## src/rtl/sort_engine_dispatcher_pkg.sv

```systemverilog
// Shared types and the cyclic first-one search used by the dispatcher's round-robin grant.
package sort_engine_pkg;

    typedef enum logic {
        DISP_IDLE,
        DISP_SEND
    } disp_state_t;

    localparam int MAX_ENGINES = 32;

    // First set bit of req[0 +: n], searching upward from last+1 and wrapping; 0 if none.
    function automatic int rr_first(input logic [MAX_ENGINES-1:0] req, input int last, input int n);
        int   r;
        int   idx;
        logic found;
        r     = 0;
        found = 1'b0;
        for (int i = 1; i <= MAX_ENGINES; i++) begin
            if (i <= n) begin
                idx = (last + i) % n;
                if (!found && req[idx]) begin
                    found = 1'b1;
                    r     = idx;
                end
            end
        end
        return r;
    endfunction

endpackage

```

## src/rtl/sort_engine_dispatcher_if.sv

```systemverilog
// Packet input, engine-bank and order-publication signals of the sort engine dispatcher.
interface sort_engine_dispatcher_if #(
    parameter int DWIDTH     = 32,
    parameter int ENGINE_CNT = 4,
    parameter int IDW        = $clog2(ENGINE_CNT)
);
    logic [DWIDTH-1:0]     data_i;
    logic                  sop_i;
    logic                  eop_i;
    logic                  val_i;
    logic                  ready_o;
    logic [DWIDTH-1:0]     eng_data_o;
    logic [ENGINE_CNT-1:0] eng_sop_o;
    logic [ENGINE_CNT-1:0] eng_eop_o;
    logic [ENGINE_CNT-1:0] eng_val_o;
    logic [ENGINE_CNT-1:0] eng_ready_i;
    logic [ENGINE_CNT-1:0] eng_done_i;
    logic [IDW-1:0]        ord_id_o;
    logic                  ord_val_o;
    logic                  ord_ready_i;
    logic [ENGINE_CNT-1:0] busy_o;

    modport master (
        output data_i, sop_i, eop_i, val_i, eng_ready_i, eng_done_i, ord_ready_i,
        input  ready_o, eng_data_o, eng_sop_o, eng_eop_o, eng_val_o, ord_id_o, ord_val_o, busy_o
    );

    modport slave (
        input  data_i, sop_i, eop_i, val_i, eng_ready_i, eng_done_i, ord_ready_i,
        output ready_o, eng_data_o, eng_sop_o, eng_eop_o, eng_val_o, ord_id_o, ord_val_o, busy_o
    );
endinterface

```

## src/rtl/sort_engine_dispatcher_arb.sv

```systemverilog
// Round-robin pick of a free engine starting after the last grant.
// Purely combinational; no backpressure of its own.
module rr_arbiter
    import sort_engine_pkg::*;
#(
    parameter int N   = 4,
    parameter int IDW = $clog2(N)
) (
    input  logic [N-1:0]   req,
    input  logic [IDW-1:0] last,
    output logic [IDW-1:0] grant,
    output logic           any
);
    logic [MAX_ENGINES-1:0] req_ext;

    always_comb begin
        req_ext        = '0;
        req_ext[N-1:0] = req;
        grant          = IDW'(rr_first(req_ext, int'(last), N));
        any            = |req;
    end
endmodule

```

## src/rtl/sort_engine_dispatcher.sv

```systemverilog
// Grants each input packet to a free sort engine round-robin and records the dispatch order.
// Zero-latency forward path; ready_o follows the selected engine in a packet, free engine + order space at sop.
module sort_engine_dispatcher
    import sort_engine_pkg::*;
#(
    parameter int AWIDTH     = 10,
    parameter int DWIDTH     = 32,
    parameter int ENGINE_CNT = 4
) (
    input  logic                     clk_i,
    input  logic                     rst_i,
    sort_engine_dispatcher_if.slave  bus
);
    localparam int IDW   = $clog2(ENGINE_CNT);
    localparam int DEPTH = 2 * ENGINE_CNT;
    localparam int PW    = $clog2(DEPTH);
    localparam int CW    = PW + 1;

    if (ENGINE_CNT < 2 || AWIDTH < 1 || DWIDTH < 1) begin : g_param_check
        $error("sort_engine_dispatcher: illegal parameterisation");
    end

    disp_state_t           state_q, state_d;
    logic [ENGINE_CNT-1:0] busy_q;
    logic [IDW-1:0]        last_q, sel_q, grant;
    logic                  any_free, can_start, start, full, pop;
    logic [IDW-1:0]        ord_mem [DEPTH];
    logic [PW-1:0]         wr_ptr, rd_ptr;
    logic [CW-1:0]         cnt;

    rr_arbiter #(.N(ENGINE_CNT), .IDW(IDW)) u_arb (
        .req   (~busy_q),
        .last  (last_q),
        .grant (grant),
        .any   (any_free)
    );

    function automatic logic [PW-1:0] ptr_inc(input logic [PW-1:0] p);
        return (p == PW'(DEPTH - 1)) ? '0 : p + 1'b1;
    endfunction

    assign full          = (cnt == CW'(DEPTH));
    assign can_start     = any_free & ~full;
    assign pop           = (cnt != '0) & bus.ord_ready_i;
    assign bus.ord_val_o = (cnt != '0);
    assign bus.ord_id_o  = bus.ord_val_o ? ord_mem[rd_ptr] : '0;
    assign bus.busy_o    = busy_q;

    always_comb begin
        state_d        = state_q;
        start          = 1'b0;
        bus.ready_o    = 1'b1;
        bus.eng_data_o = bus.data_i;
        bus.eng_val_o  = '0;
        bus.eng_sop_o  = '0;
        bus.eng_eop_o  = '0;
        case (state_q)
            DISP_IDLE: begin
                // Non-sop words here are stragglers of a dropped packet: accept and discard.
                bus.ready_o = bus.sop_i ? can_start : 1'b1;
                if (bus.val_i && bus.sop_i && can_start) begin
                    start                = 1'b1;
                    bus.eng_val_o[grant] = 1'b1;
                    bus.eng_sop_o[grant] = 1'b1;
                    bus.eng_eop_o[grant] = bus.eop_i;
                    if (!bus.eop_i) state_d = DISP_SEND;
                end
            end
            DISP_SEND: begin
                bus.ready_o          = bus.eng_ready_i[sel_q];
                bus.eng_val_o[sel_q] = bus.val_i;
                bus.eng_eop_o[sel_q] = bus.val_i & bus.eop_i;
                if (bus.val_i && bus.eng_ready_i[sel_q] && bus.eop_i) state_d = DISP_IDLE;
            end
            default: state_d = DISP_IDLE;
        endcase
    end

    always_ff @(posedge clk_i) begin
        if (rst_i) begin
            state_q <= DISP_IDLE;
            busy_q  <= '0;
            last_q  <= IDW'(ENGINE_CNT - 1);
            sel_q   <= '0;
            wr_ptr  <= '0;
            rd_ptr  <= '0;
            cnt     <= '0;
        end else begin
            state_q <= state_d;
            busy_q  <= (busy_q & ~bus.eng_done_i) | (start ? (ENGINE_CNT'(1) << grant) : '0);
            if (start) begin
                sel_q  <= grant;
                last_q <= grant;
                wr_ptr <= ptr_inc(wr_ptr);
            end
            if (pop) rd_ptr <= ptr_inc(rd_ptr);
            case ({start, pop})
                2'b10:   cnt <= cnt + 1'b1;
                2'b01:   cnt <= cnt - 1'b1;
                default: cnt <= cnt;
            endcase
        end
    end

    always_ff @(posedge clk_i) begin
        if (start) ord_mem[wr_ptr] <= grant;
    end
endmodule
```

## src/flat_wrapper.sv

```systemverilog
// flat-port wrapper written by rule: the top's interface ports become plain ports
module sort_engine_dispatcher_flat import sort_engine_pkg::*;
#(
    parameter int AWIDTH     = 10,
    parameter int DWIDTH     = 32,
    parameter int ENGINE_CNT = 4
)
  (clk_i, rst_i, bus_data_i, bus_sop_i, bus_eop_i, bus_val_i, bus_eng_ready_i, bus_eng_done_i, bus_ord_ready_i, bus_ready_o, bus_eng_data_o, bus_eng_sop_o, bus_eng_eop_o, bus_eng_val_o, bus_ord_id_o, bus_ord_val_o, bus_busy_o);
  sort_engine_dispatcher_if #(.DWIDTH(DWIDTH), .ENGINE_CNT(ENGINE_CNT)) bus_i ();
  input  logic clk_i;
  input  logic rst_i;
  input wire logic [$bits(bus_i.data_i)-1:0] bus_data_i;
  input wire logic [$bits(bus_i.sop_i)-1:0] bus_sop_i;
  input wire logic [$bits(bus_i.eop_i)-1:0] bus_eop_i;
  input wire logic [$bits(bus_i.val_i)-1:0] bus_val_i;
  input wire logic [$bits(bus_i.eng_ready_i)-1:0] bus_eng_ready_i;
  input wire logic [$bits(bus_i.eng_done_i)-1:0] bus_eng_done_i;
  input wire logic [$bits(bus_i.ord_ready_i)-1:0] bus_ord_ready_i;
  output wire logic [$bits(bus_i.ready_o)-1:0] bus_ready_o;
  output wire logic [$bits(bus_i.eng_data_o)-1:0] bus_eng_data_o;
  output wire logic [$bits(bus_i.eng_sop_o)-1:0] bus_eng_sop_o;
  output wire logic [$bits(bus_i.eng_eop_o)-1:0] bus_eng_eop_o;
  output wire logic [$bits(bus_i.eng_val_o)-1:0] bus_eng_val_o;
  output wire logic [$bits(bus_i.ord_id_o)-1:0] bus_ord_id_o;
  output wire logic [$bits(bus_i.ord_val_o)-1:0] bus_ord_val_o;
  output wire logic [$bits(bus_i.busy_o)-1:0] bus_busy_o;
  assign bus_i.data_i = bus_data_i;
  assign bus_i.sop_i = bus_sop_i;
  assign bus_i.eop_i = bus_eop_i;
  assign bus_i.val_i = bus_val_i;
  assign bus_i.eng_ready_i = bus_eng_ready_i;
  assign bus_i.eng_done_i = bus_eng_done_i;
  assign bus_i.ord_ready_i = bus_ord_ready_i;
  assign bus_ready_o = bus_i.ready_o;
  assign bus_eng_data_o = bus_i.eng_data_o;
  assign bus_eng_sop_o = bus_i.eng_sop_o;
  assign bus_eng_eop_o = bus_i.eng_eop_o;
  assign bus_eng_val_o = bus_i.eng_val_o;
  assign bus_ord_id_o = bus_i.ord_id_o;
  assign bus_ord_val_o = bus_i.ord_val_o;
  assign bus_busy_o = bus_i.busy_o;
  sort_engine_dispatcher #(.AWIDTH(AWIDTH), .DWIDTH(DWIDTH), .ENGINE_CNT(ENGINE_CNT)) u_core (.clk_i(clk_i), .rst_i(rst_i), .bus(bus_i));
endmodule
```

## config.mk

```make
export PLATFORM = sky130hd
export DESIGN_NAME = sort_engine_dispatcher_flat
export DESIGN_NICKNAME = d
export VERILOG_FILES = /design/src/rtl/sort_engine_dispatcher_pkg.sv /design/src/rtl/sort_engine_dispatcher_if.sv /design/src/rtl/sort_engine_dispatcher_arb.sv /design/src/rtl/sort_engine_dispatcher.sv /design/src/flat_wrapper.sv
export SDC_FILE = /design/constraint.sdc
export NUM_CORES = 1
export LEC_CHECK = 0
export ABC_AREA = 0
export BUFFER_PORTS_ARGS = -buffer_cell sky130_fd_sc_hd__buf_2
export CAP_MARGIN = 40
export CORE_MARGIN = 3
export CORE_UTILIZATION = 35
export CTS_BUF_LIST = sky130_fd_sc_hd__clkbuf_8 sky130_fd_sc_hd__clkbuf_16
export DETAILED_ROUTE_END_ITERATION = 8
export HOLD_SLACK_MARGIN = 0.12
export PLACE_DENSITY = 0.69
export SETUP_SLACK_MARGIN = 0.4
export SKIP_CTS_REPAIR_TIMING = 1
export SYNTH_ARGS = -nofsm -noshare
export SYNTH_HDL_FRONTEND = slang
export SYNTH_SLANG_ARGS = --single-unit
```

## constraint.sdc

```tcl
create_clock -name clk_i -period 6.1 [get_ports clk_i]
set_input_delay 0.61 -clock clk_i [delete_from_list [all_inputs] [get_ports clk_i]]
set_output_delay 0.61 -clock clk_i [all_outputs]
set_load 0.03 [all_outputs]
```

# After elaboration in Yosys (flattened, before gate mapping)
# Memories as Yosys holds them, arrays and structs flattened. A register that Yosys moved wholly into a read port is not among the register bits.
# Index checks and enable logic that the tools add are counted.
# word_totals
mem_bits_rw,16
input_bits,46
wordCells,112
n_memories,1
register_bits,19
out_inout_bits,52
# classes
n_mux,47
n_eq_ne,5
add_sub_neg,8
n_reduce_logical,19
bitwise_logic,16
n_shift,1
magnitude_cmp,8
# memory_table
memory,depth,word_bits,rd,rd_ports_with_merged_regs,wr,line,source
u_core.ord_mem,8,2,1,1,1,sort_engine_dispatcher.sv:27,logic [IDW-1:0] ord_mem [DEPTH];
# op_table
cell,n
$lt 3x7->1 const B,4
$pmux 4 s2,3
$mux 1,22
$and 4x4->4,4
$mux 4,4
$bmux 1 s3,4
$mux 3,4
$mux 2,5
$logic_and 1x1->1,9
$not 4->4,2
$reduce_or 2->1,4
$add 3x1->3 const B,2
$eq 3x3->1 const B,2
$lt 2x3->1 const B,2
$add 2x1->2 const B,2
$add 2x2->2 const B,2
$add 4x1->4 const B,1
$and 1x1->1 const A,4
$demux 1 s2,2
$eq 4x4->1 const B,1
$ge 2x1->1 const B,2
$or 4x4->4,1
$pmux 1 s2,2
$reduce_bool 4->1,1
other kinds (10),15

# Depth between registers and ports, before layout
# depth
word_depth,23
depth_mapped,12
mapped_depth_nobuf,11

# Cells and area by module
# A second synthesis with hierarchy kept.
# unflattened
hier_cells,213
area_unflattened_um2,2145.8
# modules_own_cells
module,instances,area_per_inst_um2,cells_per_inst,seq_area_each_um2
sort_engine_dispatcher,1,2064.5,199,920.9
rr_arbiter,1,81.3,14,0.0

# Least setup slack after synthesis
# Ideal clock, no wire load.
# synth_path
kind,input to output
start,in bus_sop_i
end,out bus_eng_eop_o[1]
path_slack_ns,3.252
t_required_ns,5.490
stages,6
path_buffers,1
arrival_ns,2.238
path_cell_list,nor2b_1 and4_1 buf_6 clkinv_4 a311o_2 a21boi_0
# synth_via
elab_chain_len,4
# synth_lines
item,line,source
from (decl),flat_wrapper.sv:13,input wire logic [$bits(bus_i.sop_i)-1:0] bus_sop_i;
$logic_and 1x1->1 (2 in a row),sort_engine_dispatcher.sv:61,if (bus.val_i && bus.sop_i && can_start) begin
$mux 4,sort_engine_dispatcher.sv:61,
$pmux 4 s2,sort_engine_dispatcher.sv:57,case (state_q)
to (decl),flat_wrapper.sv:22,output wire logic [$bits(bus_i.eng_eop_o)-1:0] bus_eng_eop_o;
# Every way passes these cells.

# Worst setup path in the final report
# layout_path
start,reg u_core.cnt[1]
end,out bus_eng_eop_o[1]
# layout_via
elab_chain_len,6
# layout_lines
item,line,source
from (decl),sort_engine_dispatcher.sv:29,logic [CW-1:0] cnt;
from (signal assigned),sort_engine_dispatcher.sv:98,2'b10: cnt <= cnt + 1'b1;
from (signal assigned),sort_engine_dispatcher.sv:99,2'b01: cnt <= cnt - 1'b1;
from (signal assigned),sort_engine_dispatcher.sv:100,default: cnt <= cnt;
$eq 4x4->1,sort_engine_dispatcher.sv:42,assign full = (cnt == CW'(DEPTH));
$not 1->1,sort_engine_dispatcher.sv:43,assign can_start = any_free & ~full;
$and 1x1->1,sort_engine_dispatcher.sv:43,
$logic_and 1x1->1,sort_engine_dispatcher.sv:61,
$mux 4,sort_engine_dispatcher.sv:61,
$pmux 4 s2,sort_engine_dispatcher.sv:57,
# Every way passes these cells.

==> impl_metrics.toml <==
[run_status]
status = "complete, no violations"

[global_route]
gr-total-overflow = 0
groute.usage.overall_pct = 12.2
grt_pass1_wl_um = 7020
grt_pass1_vias = 1471
antenna_found_initial = 0
grt_max_degree = 23

[sta]
relSlewSlack_pct = 49.3
period_share_pct = 48.3
holdWs_ps = 478
clock_skew_ps = 1.98
hold_violations = 0
worst_pin_slew_ps = 761
finalCriticalPeriod_ps = 2950
setup_tns_ps = 0
rsz0062_at_grt = "false"
finalMaxSlewViolations = 0
finalSetupViolations = 0
timing.fmax_ghz = 0.339

[placement]
dp.cells = 283
io_buffer_count = 33
hpwl_um = 3020
place_congestion = 0.811

[floorplan]
core_area_um2 = 5960
rows = 28
ios = 98
die_y_um = 84.8
die_w_um = 84.8
start_util_pct = 36.5
dieArea_um2 = 7190

[run]
cap_violations = 0

[worst_setup_path]
critPathCaptureType = "output port"
worstSetupPathType = "register to output port"
cp_max_fo = 16
worstPathRequired_ps = 5490
arrival_ps = 2340
critPathLaunchType = "register"

[logic_synthesis]
avgSynthCellArea_um2 = 10.2
ys_seq_area_share_pct = 42.4
yosys_warnings = 0
yosys.area.top_type = "edfxtp_1"
synth_edf_count = 16
synth_nets = 265
synth_cell_type_count = 47
async_reset_ff_share_pct = 0
ys_seq_elements = 38
synthFlopType = "dfxtp_1"
syn_area_um2 = 2170
synth.top_cell.area_share_pct = 22.1
synthCells = 212
synth_area_leaders = "edfxtp_1 (22%), dfxtp_1 (20%), buf_4 (11%)"

[drt]
wl_per_cell_um = 14.0
drtPass1Iterations = 4
route.vias.total = 1478
drt_iter0_markers = 75
vias_per_cell = 5.10
postRouteWirelength_um = 4060
drc = 0
ant_nets = 0

[final_layout]
instances_no_fill = 290
antenna_cells = 0
syn2layout_area_growth_pct = 2.07
drive_gt1_share_pct = 26.0
final_cell_mix = "buf_2 (33), dfxtp_1 (22), nand2_1 (16), edfxtp_1 (16), nor2_1 (15)"
final_common_cell = "buf_2"
fin_nets = 268
nFillCells = 612

[clock_network]
cts.sinks = 38
h-tree-depth = 2
clk_pin_slew_worst_paths_ps = 70
ctsLongestPathBuffers = 2
numCtsBuffers = 5
clock_latency_ps = 290
cts-root-buf = "clkbuf_8"
cts_tree = "built"

[power]
p_leak_nw = 0.902
ir_worst_vdd_mv = 0.207
cellPowerDensity_nw_per_um2 = 355

[hold_path]
hold_path.class = "register to register"
## metal layers
layer	vias up	routed length [µm]	GRT usage, %
met5	-	0	0
met4	0	99	6.19
met3	14	245	3.93
met2	43	1920	18.9
met1	686	1800	15.4
li1	735	-	-
## cells in the mapped netlist, drive strengths merged, types with 4 or more instances
cell,count
buf,37
dfxtp,22
nand2,19
edfxtp,16
nor2,15
a21oi,14
nor2b,8
ha,7
inv,7
mux4,5
nand3,5
o21ai,5
nor3,4
o32ai,4
or3,4
## registers in the layout, indices dropped and copies added, names as in the netlist, named ones only
signal	count
u_core.ord_mem	16
u_core.bus.busy_o	4
u_core.cnt	4
u_core.rd_ptr	3
u_core.wr_ptr	3
u_core.last_q	2
u_core.sel_q	2
u_core.state_q	1
## final cells by class
cell class | instances | area (µm²) | area share, %
Multi-Input combinational cell | 129 | 926 | 41.8
Clock buffer | 5 | 68.8 | 3.10
Timing Repair Buffer | 33 | 165 | 7.45
Clock inverter | 2 | 7.51 | 0.339
Inverter | 8 | 35.0 | 1.58
Tap cell | 75 | 93.8 | 4.23
Sequential cell | 38 | 921 | 41.5
## worst max-delay path, cell delays in order, from the launching register on
cell and delay [ps]:
dfxtp_1 450, or4b_1 180, and4_1 410, clkinv_4 210
a311o_2 430, a21boi_0 150, buf_2 220
## where the power goes
group	internal (mW)	switching (mW)
combinational	0.113	0.176
sequential	0.303	0.0384
clock	0.0753	0.0820
total	0.491	0.296
## logic make-up (layout without fill, tap and decap cells)
| family | count (synthesis) | count (layout) | share of synthesized area, % |
|---|---|---|---|
| and+or+nand+nor | 74 | 74 | 18.1 |
| buffers and inverters | 45 | 48 | 15.0 |
| DFF | 38 | 38 | 42.4 |
| AOI/OAI and AO/OA | 36 | 36 | 12.2 |
| muxes | 9 | 9 | 7.09 |
| adders and majority gates | 7 | 7 | 4.03 |
| xor gates and xnor gates | 3 | 3 | 1.21 |
## stage by stage
step | setup slack (ps) | power, mW | utilization [%] | area [µm²]
6_report | 3150 | 0.787 | 37.2 | 2220
5_1_grt | 2870 | 0.846 | 37.2 | 2220
4_1_cts | 3120 | 0.794 | 37.2 | 2220
3_5_place_dp | 3190 | 0.636 | 35.9 | 2140
3_3_place_gp | 3240 | 0.631 | 35.9 | 2140
2_1_floorplan | 3250 | 0.609 | - | 2170
## path summary, 6_finish.rpt
| kind | start | endpoint | slack, ps | depth (start not counted) |
|---|---|---|---|---|
| worst max-delay path | u_core.cnt[1]$_SDFFE_PP0P_ | bus_eng_eop_o[1] | 3150 | 6 |
| worst min-delay path | u_core.rd_ptr[2]$_SDFFE_PP0N_ | u_core.rd_ptr[2]$_SDFFE_PP0N_ | 480 | 2 |
| worst max register to register | u_core.cnt[2]$_SDFFE_PP0P_ | u_core.cnt[3]$_SDFFE_PP0P_ | 3160 | 8 |
| worst min register to register | u_core.rd_ptr[2]$_SDFFE_PP0N_ | u_core.rd_ptr[2]$_SDFFE_PP0N_ | 480 | 2 |
Note: power is estimated with default switching activity, not from simulation.
